[src/rtl/mem_pkg.sv]
// Shared types and helpers for the data-memory access controller:
// access size, FSM state, load extension and store lane helpers.
package mem_pkg;

    typedef enum logic [1:0] {
        MEM_B = 2'd0,
        MEM_H = 2'd1,
        MEM_W = 2'd2
    } mem_size_t;

    typedef enum logic [1:0] {
        IDLE = 2'd0,
        WAIT = 2'd1,
        DONE = 2'd2
    } mem_state_t;

    localparam logic [1:0] SIZE_RSVD = 2'd3;
    localparam int         CNT_W     = 16;

    function automatic logic [31:0] ext_byte(input logic [7:0] b, input logic sgn);
        logic signed [7:0]  sb;
        logic signed [31:0] sw;
        sb = signed'(b);
        sw = 32'(sb);
        return sgn ? unsigned'(sw) : {24'd0, b};
    endfunction

    function automatic logic [31:0] ext_half(input logic [15:0] h, input logic sgn);
        logic signed [15:0] sh;
        logic signed [31:0] sw;
        sh = signed'(h);
        sw = 32'(sh);
        return sgn ? unsigned'(sw) : {16'd0, h};
    endfunction

    function automatic logic [3:0] byte_en(input mem_size_t sz, input logic [1:0] off);
        logic [3:0] be;
        case (sz)
            MEM_B:   be = 4'b0001 << off;
            MEM_H:   be = 4'b0011 << off;
            default: be = 4'b1111;
        endcase
        return be;
    endfunction

    // Replicate the low byte/half across all lanes so the memory picks by mem_be.
    function automatic logic [31:0] lane_data(input mem_size_t sz, input logic [31:0] wd);
        logic [31:0] d;
        case (sz)
            MEM_B:   d = {4{wd[7:0]}};
            MEM_H:   d = {2{wd[15:0]}};
            default: d = wd;
        endcase
        return d;
    endfunction

endpackage

[src/rtl/mem_access_ctrl_load_align.sv]
// Combinational load aligner: shifts the addressed lane down and
// sign- or zero-extends byte and half results.
module load_align
    import mem_pkg::*;
#(
    parameter int DATA_W = 32
) (
    input  logic [DATA_W-1:0] mem_rdata,
    input  logic [1:0]        offset,
    input  mem_size_t         size,
    input  logic              is_signed,
    output logic [DATA_W-1:0] result
);

    logic [DATA_W-1:0] shifted;

    always_comb begin
        shifted = mem_rdata >> {offset, 3'b000};
        case (size)
            MEM_B:   result = ext_byte(shifted[7:0], is_signed);
            MEM_H:   result = ext_half(shifted[15:0], is_signed);
            default: result = shifted;
        endcase
    end

endmodule

[src/rtl/mem_access_ctrl.sv]
// Sequences core loads/stores onto a req/ready data-memory port, stalling
// the core while the access is outstanding and flagging faults/timeouts.
module mem_access_ctrl
    import mem_pkg::*;
#(
    parameter int TIMEOUT_CYC = 255,
    parameter int DATA_W      = 32
) (
    input  logic              clk,
    input  logic              rst,
    input  logic              MemRead,
    input  logic              MemWrite,
    input  logic [1:0]        MemReadSize,
    input  logic              MemReadSigned,
    input  logic [DATA_W-1:0] addr,
    input  logic [DATA_W-1:0] wdata,
    output logic              stall,
    output logic [DATA_W-1:0] rdata,
    output logic              access_fault,
    output logic              mem_req,
    output logic              mem_we,
    output logic [DATA_W-1:0] mem_addr,
    output logic [3:0]        mem_be,
    output logic [DATA_W-1:0] mem_wdata,
    input  logic              mem_ready,
    input  logic [DATA_W-1:0] mem_rdata
);

    localparam logic [CNT_W-1:0] CNT_LAST = CNT_W'(TIMEOUT_CYC - 1);

    mem_state_t        state, state_nxt;
    logic [CNT_W-1:0]  cnt;
    mem_size_t         size_p1;
    logic              signed_p1;
    logic [1:0]        off_p1;
    logic              misaligned;
    logic              legal;
    logic              illegal;
    logic              timeout_hit;
    logic [DATA_W-1:0] load_res;

    // Request decode from the control unit (only acted on in IDLE)
    always_comb begin
        misaligned = ((MemReadSize == MEM_H) && addr[0]) ||
                     ((MemReadSize == MEM_W) && (addr[1:0] != 2'b00));
        legal      = (MemRead ^ MemWrite) && (MemReadSize != SIZE_RSVD) && !misaligned;
        illegal    = (MemRead | MemWrite) && !legal;
    end

    assign timeout_hit = (state == WAIT) && !mem_ready && (cnt == CNT_LAST);

    always_ff @(posedge clk or posedge rst) begin
        if (rst) begin
            state <= IDLE;
        end else begin
            state <= state_nxt;
        end
    end

    always_comb begin
        state_nxt = state;
        stall     = 1'b0;
        case (state)
            IDLE: begin
                if (legal) begin
                    stall     = 1'b1;
                    state_nxt = WAIT;
                end
            end
            WAIT: begin
                stall = 1'b1;
                if (mem_ready || timeout_hit) begin
                    state_nxt = DONE;
                end
            end
            DONE: begin
                state_nxt = IDLE;
            end
            default: begin
                state_nxt = IDLE;
            end
        endcase
    end

    // Stage p1: access captured in IDLE, presented on the port through WAIT
    always_ff @(posedge clk or posedge rst) begin
        if (rst) begin
            mem_req      <= 1'b0;
            mem_we       <= 1'b0;
            mem_addr     <= '0;
            mem_be       <= '0;
            mem_wdata    <= '0;
            rdata        <= '0;
            access_fault <= 1'b0;
            cnt          <= '0;
            size_p1      <= MEM_B;
            signed_p1    <= 1'b0;
            off_p1       <= 2'b00;
        end else begin
            access_fault <= 1'b0;
            case (state)
                IDLE: begin
                    if (legal) begin
                        mem_req   <= 1'b1;
                        mem_we    <= MemWrite;
                        mem_addr  <= {addr[DATA_W-1:2], 2'b00};
                        mem_be    <= byte_en(mem_size_t'(MemReadSize), addr[1:0]);
                        mem_wdata <= lane_data(mem_size_t'(MemReadSize), wdata);
                        size_p1   <= mem_size_t'(MemReadSize);
                        signed_p1 <= MemReadSigned;
                        off_p1    <= addr[1:0];
                        cnt       <= '0;
                    end else if (illegal) begin
                        access_fault <= 1'b1;
                    end
                end
                WAIT: begin
                    if (mem_ready) begin
                        mem_req <= 1'b0;
                        if (!mem_we) begin
                            rdata <= load_res;
                        end
                    end else if (timeout_hit) begin
                        mem_req      <= 1'b0;
                        access_fault <= 1'b1;
                    end else begin
                        cnt <= cnt + 1'b1;
                    end
                end
                default: begin
                end
            endcase
        end
    end

    load_align #(
        .DATA_W(DATA_W)
    ) u_align (
        .mem_rdata(mem_rdata),
        .offset   (off_p1),
        .size     (size_p1),
        .is_signed(signed_p1),
        .result   (load_res)
    );

endmodule

[config.mk]
export PLATFORM = sky130hd
export DESIGN_NAME = mem_access_ctrl
export DESIGN_NICKNAME = d
export VERILOG_FILES = /design/src/rtl/mem_pkg.sv /design/src/rtl/mem_access_ctrl_load_align.sv /design/src/rtl/mem_access_ctrl.sv
export SDC_FILE = /design/constraint.sdc
export NUM_CORES = 1
export LEC_CHECK = 0
export ABC_CLOCK_PERIOD_IN_PS = 4000
export CAP_MARGIN = 20
export CORE_UTILIZATION = 41
export CTS_BUF_LIST = sky130_fd_sc_hd__clkbuf_16
export CTS_CLUSTER_SIZE = 10
export DETAILED_ROUTE_END_ITERATION = 8
export PLACE_DENSITY = 0.76
export SYNTH_ARGS = -nofsm -noshare
export SYNTH_HDL_FRONTEND = slang
export SYNTH_HIERARCHICAL = 1
export SYNTH_SLANG_ARGS = --single-unit
[constraint.sdc]
create_clock -name clk -period 4 [get_ports clk]
set_clock_uncertainty 0.2 [all_clocks]
set_input_delay 0.4 -clock clk [delete_from_list [all_inputs] [get_ports clk]]
set_output_delay 0.4 -clock clk [all_outputs]
set_load 0.03 [all_outputs]
==> results.py <==
metrics = {
    "outcome": {
        "status": "completed",
    },
    "grt": {
        "grt_max_degree": 125,
        "grt_pass1_wl_um": 25500,
        "overflow": 0,
        "antenna_found_initial": 0,
        "grt_usage_pct": 22.16,
        "first_global_vias": 5008,
    },
    "cells_and_area": {
        "final_cell_mix": "205 x clkdlybuf4s50_1, 124 x dfrtp_1, 64 x mux2_2, 41 x mux2i_1, 37 x nand2_1",
        "drive_above_1_share_pct": 16.35,
        "synthToLayoutAreaGrowth_pct": 44.73,
        "fin_nets": 829,
        "antenna_cells": 0,
        "finalCoreUtilization_pct": 60.53,
        "final_common_cell": "clkdlybuf4s50_1",
        "fill_cells": 1167,
    },
    "floorplan": {
        "rows": 44,
        "start_util_pct": 41.83,
        "die_w_um": 123.5,
        "ios": 208,
        "dieArea_sq_um": 15260,
        "core_region_area_sq_um": 14480,
        "die_y_um": 123.5,
    },
    "critical_path": {
        "timing.rr.end": "rdata[16]",
        "cp.depth": 6,
        "crit_path_top_delay_cell": "clkdlybuf4s50_1",
        "crit_arrival_ps": 2750,
        "cp-end-kind": "primary output",
        "endpoint": "stall",
        "crit_chain": "clkdlybuf4s50_1, o21a_1, o22ai_1, nand2_1, a21oi_1, clkdlybuf4s50_1",
        "path_common_cell": "clkdlybuf4s50_1",
        "critPathLaunchType": "input pin",
        "setup.worst_path.start": "MemReadSize[0]",
        "cpPeakStageDelay_ps": 700,
        "path_max_fanout": 9,
        "rr_worst_depth": 4,
        "cp_top_family": "buffers and inverters",
        "crit_buf_inv": 2,
        "reg2reg_from": "off_p1[1]",
        "rrSetupSlack_ps": 1660,
        "critical_path_required_ps": 3400,
        "crit_type": "in -> out",
    },
    "clocking": {
        "hold_buffers": 0,
        "path_clk_slew_ps": 50,
        "cts.path.max_buffers": 2,
        "cts_resized": 0,
        "cts_max_level": 4,
        "postCtsSetupBuffers": 0,
        "cts_tree": "done",
        "cts.sinks": 124,
        "worstSkewPairLatency_ps": 410,
        "cts_made_buffers": 17,
        "cts_root_buf": "clkbuf_16",
    },
    "routing": {
        "vias": 4818,
        "via_per_inst": 5.248,
        "drtPass1Iterations": 4,
        "ant_nets": 0,
        "drt-wirelength-per-cell_um": 17.30,
        "drc_errors": 0,
        "wl_um": 15880,
        "drt_iter0_markers": 168,
    },
    "placement": {
        "dpl.hpwl_um": 11380,
        "gp_congestion": 0.8604,
        "portBuffers": 205,
        "dp_slack_ps": 650.0,
    },
    "pwr": {
        "p_leak_nw": 3.731,
        "pwr-share-comb_pct": 47.7,
        "pwr_density_cell_nw_per_um2": 741.7,
        "irDropWorstVdd_uv": 397.2,
        "power_frac_seq_pct": 31.5,
        "p_sw_w": 0.002560,
        "swShare_pct": 39.38,
        "pwr-share-clk_pct": 20.8,
        "p_int_w": 0.003941,
    },
    "sta": {
        "setup_violations": 0,
        "final.setup.worst_slack_ps": 651.6,
        "period_needed_ps": 3348,
        "drv_slew": 0,
        "setup_tns_ps": 0,
        "slew_headroom_pct": 36.08,
        "rsz0062_at_grt": "false",
        "tightest_slew_ps": 955.3,
        "hold_viol": 0,
        "timing.final.crit_share_pct": 83.71,
        "fmax_mhz": 298.6,
    },
    "synthesis": {
        "yosysTopAreaCell": "dfrtp_1",
        "synth_area_per_cell_sq_um": 11.56,
        "synthTopCellsByArea": "dfrtp_1 51%, mux2_2 12%, mux2i_1 6.8%, o21ai_0 3.0%, nand2_1 2.3%",
        "ys_ff_latch": 124,
        "synth_area_sq_um": 6056,
        "synth_cells": 524,
        "synth_top_area_share_pct": 51.24,
        "synth_edf_count": 0,
        "yosys_warnings": 6,
        "seq_area_frac_synth_pct": 51.24,
        "async_flop_share_pct": 100.0,
        "ys.flop_type": "dfrtp_1",
        "synth_cell_types": 54,
    },
    "hold_path": {
        "hp-class": "reg -> reg",
    },
    "flow_run": {
        "cap_violations": 0,
    },
}
sequential cells by signal, indices dropped and copies added (netlist names):
name	count
mem_wdata	32
access_fault	1
size_p1	2
mem_we	1
state	2
off_p1	2
signed_p1	1
rdata	32
mem_be	4
cnt	16
mem_addr	30
mem_req	1
stage by stage:
step           hold slack (ps)  instance area (sq um)  instances  total power (W)
3_5_place_dp             269.0                   8247        887         0.005180
3_3_place_gp             261.7                   8247        887         0.005107
2_1_floorplan            272.8                   6060        525         0.003916
6_report                 276.5                   8765        918         0.006501
4_1_cts                  280.6                   8765        918         0.006569
5_1_grt                  310.8                   8765        918         0.006879
metal layers:
| layer | part of all wire [%] | track usage [%] | routed length (um) |
|---|---|---|---|
| met3 | 12 | 11.02 | 1853 |
| met4 | 1.4 | 7.380 | 222 |
| met5 | 0 | 0 | 0 |
| met1 | 41 | 25.60 | 6440 |
| met2 | 46 | 35.65 | 7362 |
logic make-up after synthesis:
family / synth area share, %
xor+xnor: 1.012
compound gates: 11.55
mux: 21.20
fa+ha+maj: 0.6199
flops: 51.24
buf+inv: 3.739
simple gates: 10.58
other cells: 0.06192
tightest hold or removal path, cell delays in order, from the launching register on:
cell,delay [ps]
dfrtp_1,340
nand2_1,50
o21ai_0,60
power groups by stage:
stage / clock network, W / registers [W] / logic [W]
finish: 0.00135 / 0.00205 / 0.00310
global route: 0.00144 / 0.00212 / 0.00331
CTS: 0.00138 / 0.00206 / 0.00313
detailed placement: 0 / 0.00207 / 0.00311
global placement: 0 / 0.00204 / 0.00307
floorplan: 0 / 0.00287 / 0.00105
synth_stat cells (2+ instances only):
cell and n:
o21ai_0 36, nor3_1 2, buf_2 13, ha_1 3
dfrtp_1 124, mux2i_1 41, a211oi_1 7, buf_4 3
nand2_1 37, nand3b_1 2, xor2_1 7, o21a_1 2
inv_1 6, o22ai_1 7, clkbuf_1 12, o31ai_1 6
nor3_2 2, buf_6 6, nand4_1 4, o2bb2ai_1 8
nor2_2 2, or2_1 3, nand2b_1 2, nor2b_1 10
o211ai_1 3, or4_1 2, or2_2 6, nor2_1 24
a21boi_0 7, mux2_1 11, a21oi_1 27, mux2_2 64
nand3_1 13, o22ai_2 2
how the worst min path moves through the flow:
stage	from	endpoint	slack, ps	cells past startpoint
after global placement	mem_wdata[24]	mem_wdata[24]	260	2
after CTS	mem_wdata[11]	mem_wdata[11]	280	2
after detailed placement	mem_wdata[11]	mem_wdata[11]	270	2
after floorplan	cnt[13]	cnt[13]	270	1
final	mem_wdata[11]	mem_wdata[11]	280	2
after global routing	mem_wdata[23]	mem_wdata[23]	310	2
area by class of cell:
class | count | area, sq um | share of cell area, %
flip-flops and latches | 124 | 3103 | 35.40
multi-input cells | 360 | 2751 | 31.39
repair buffers | 213 | 2137 | 24.38
clock buffers | 17 | 425.4 | 4.854
well taps | 184 | 230.2 | 2.627
clock inverters | 14 | 92.59 | 1.056
inverters | 6 | 25.02 | 0.2855
(Power assumes the default switching activity.)
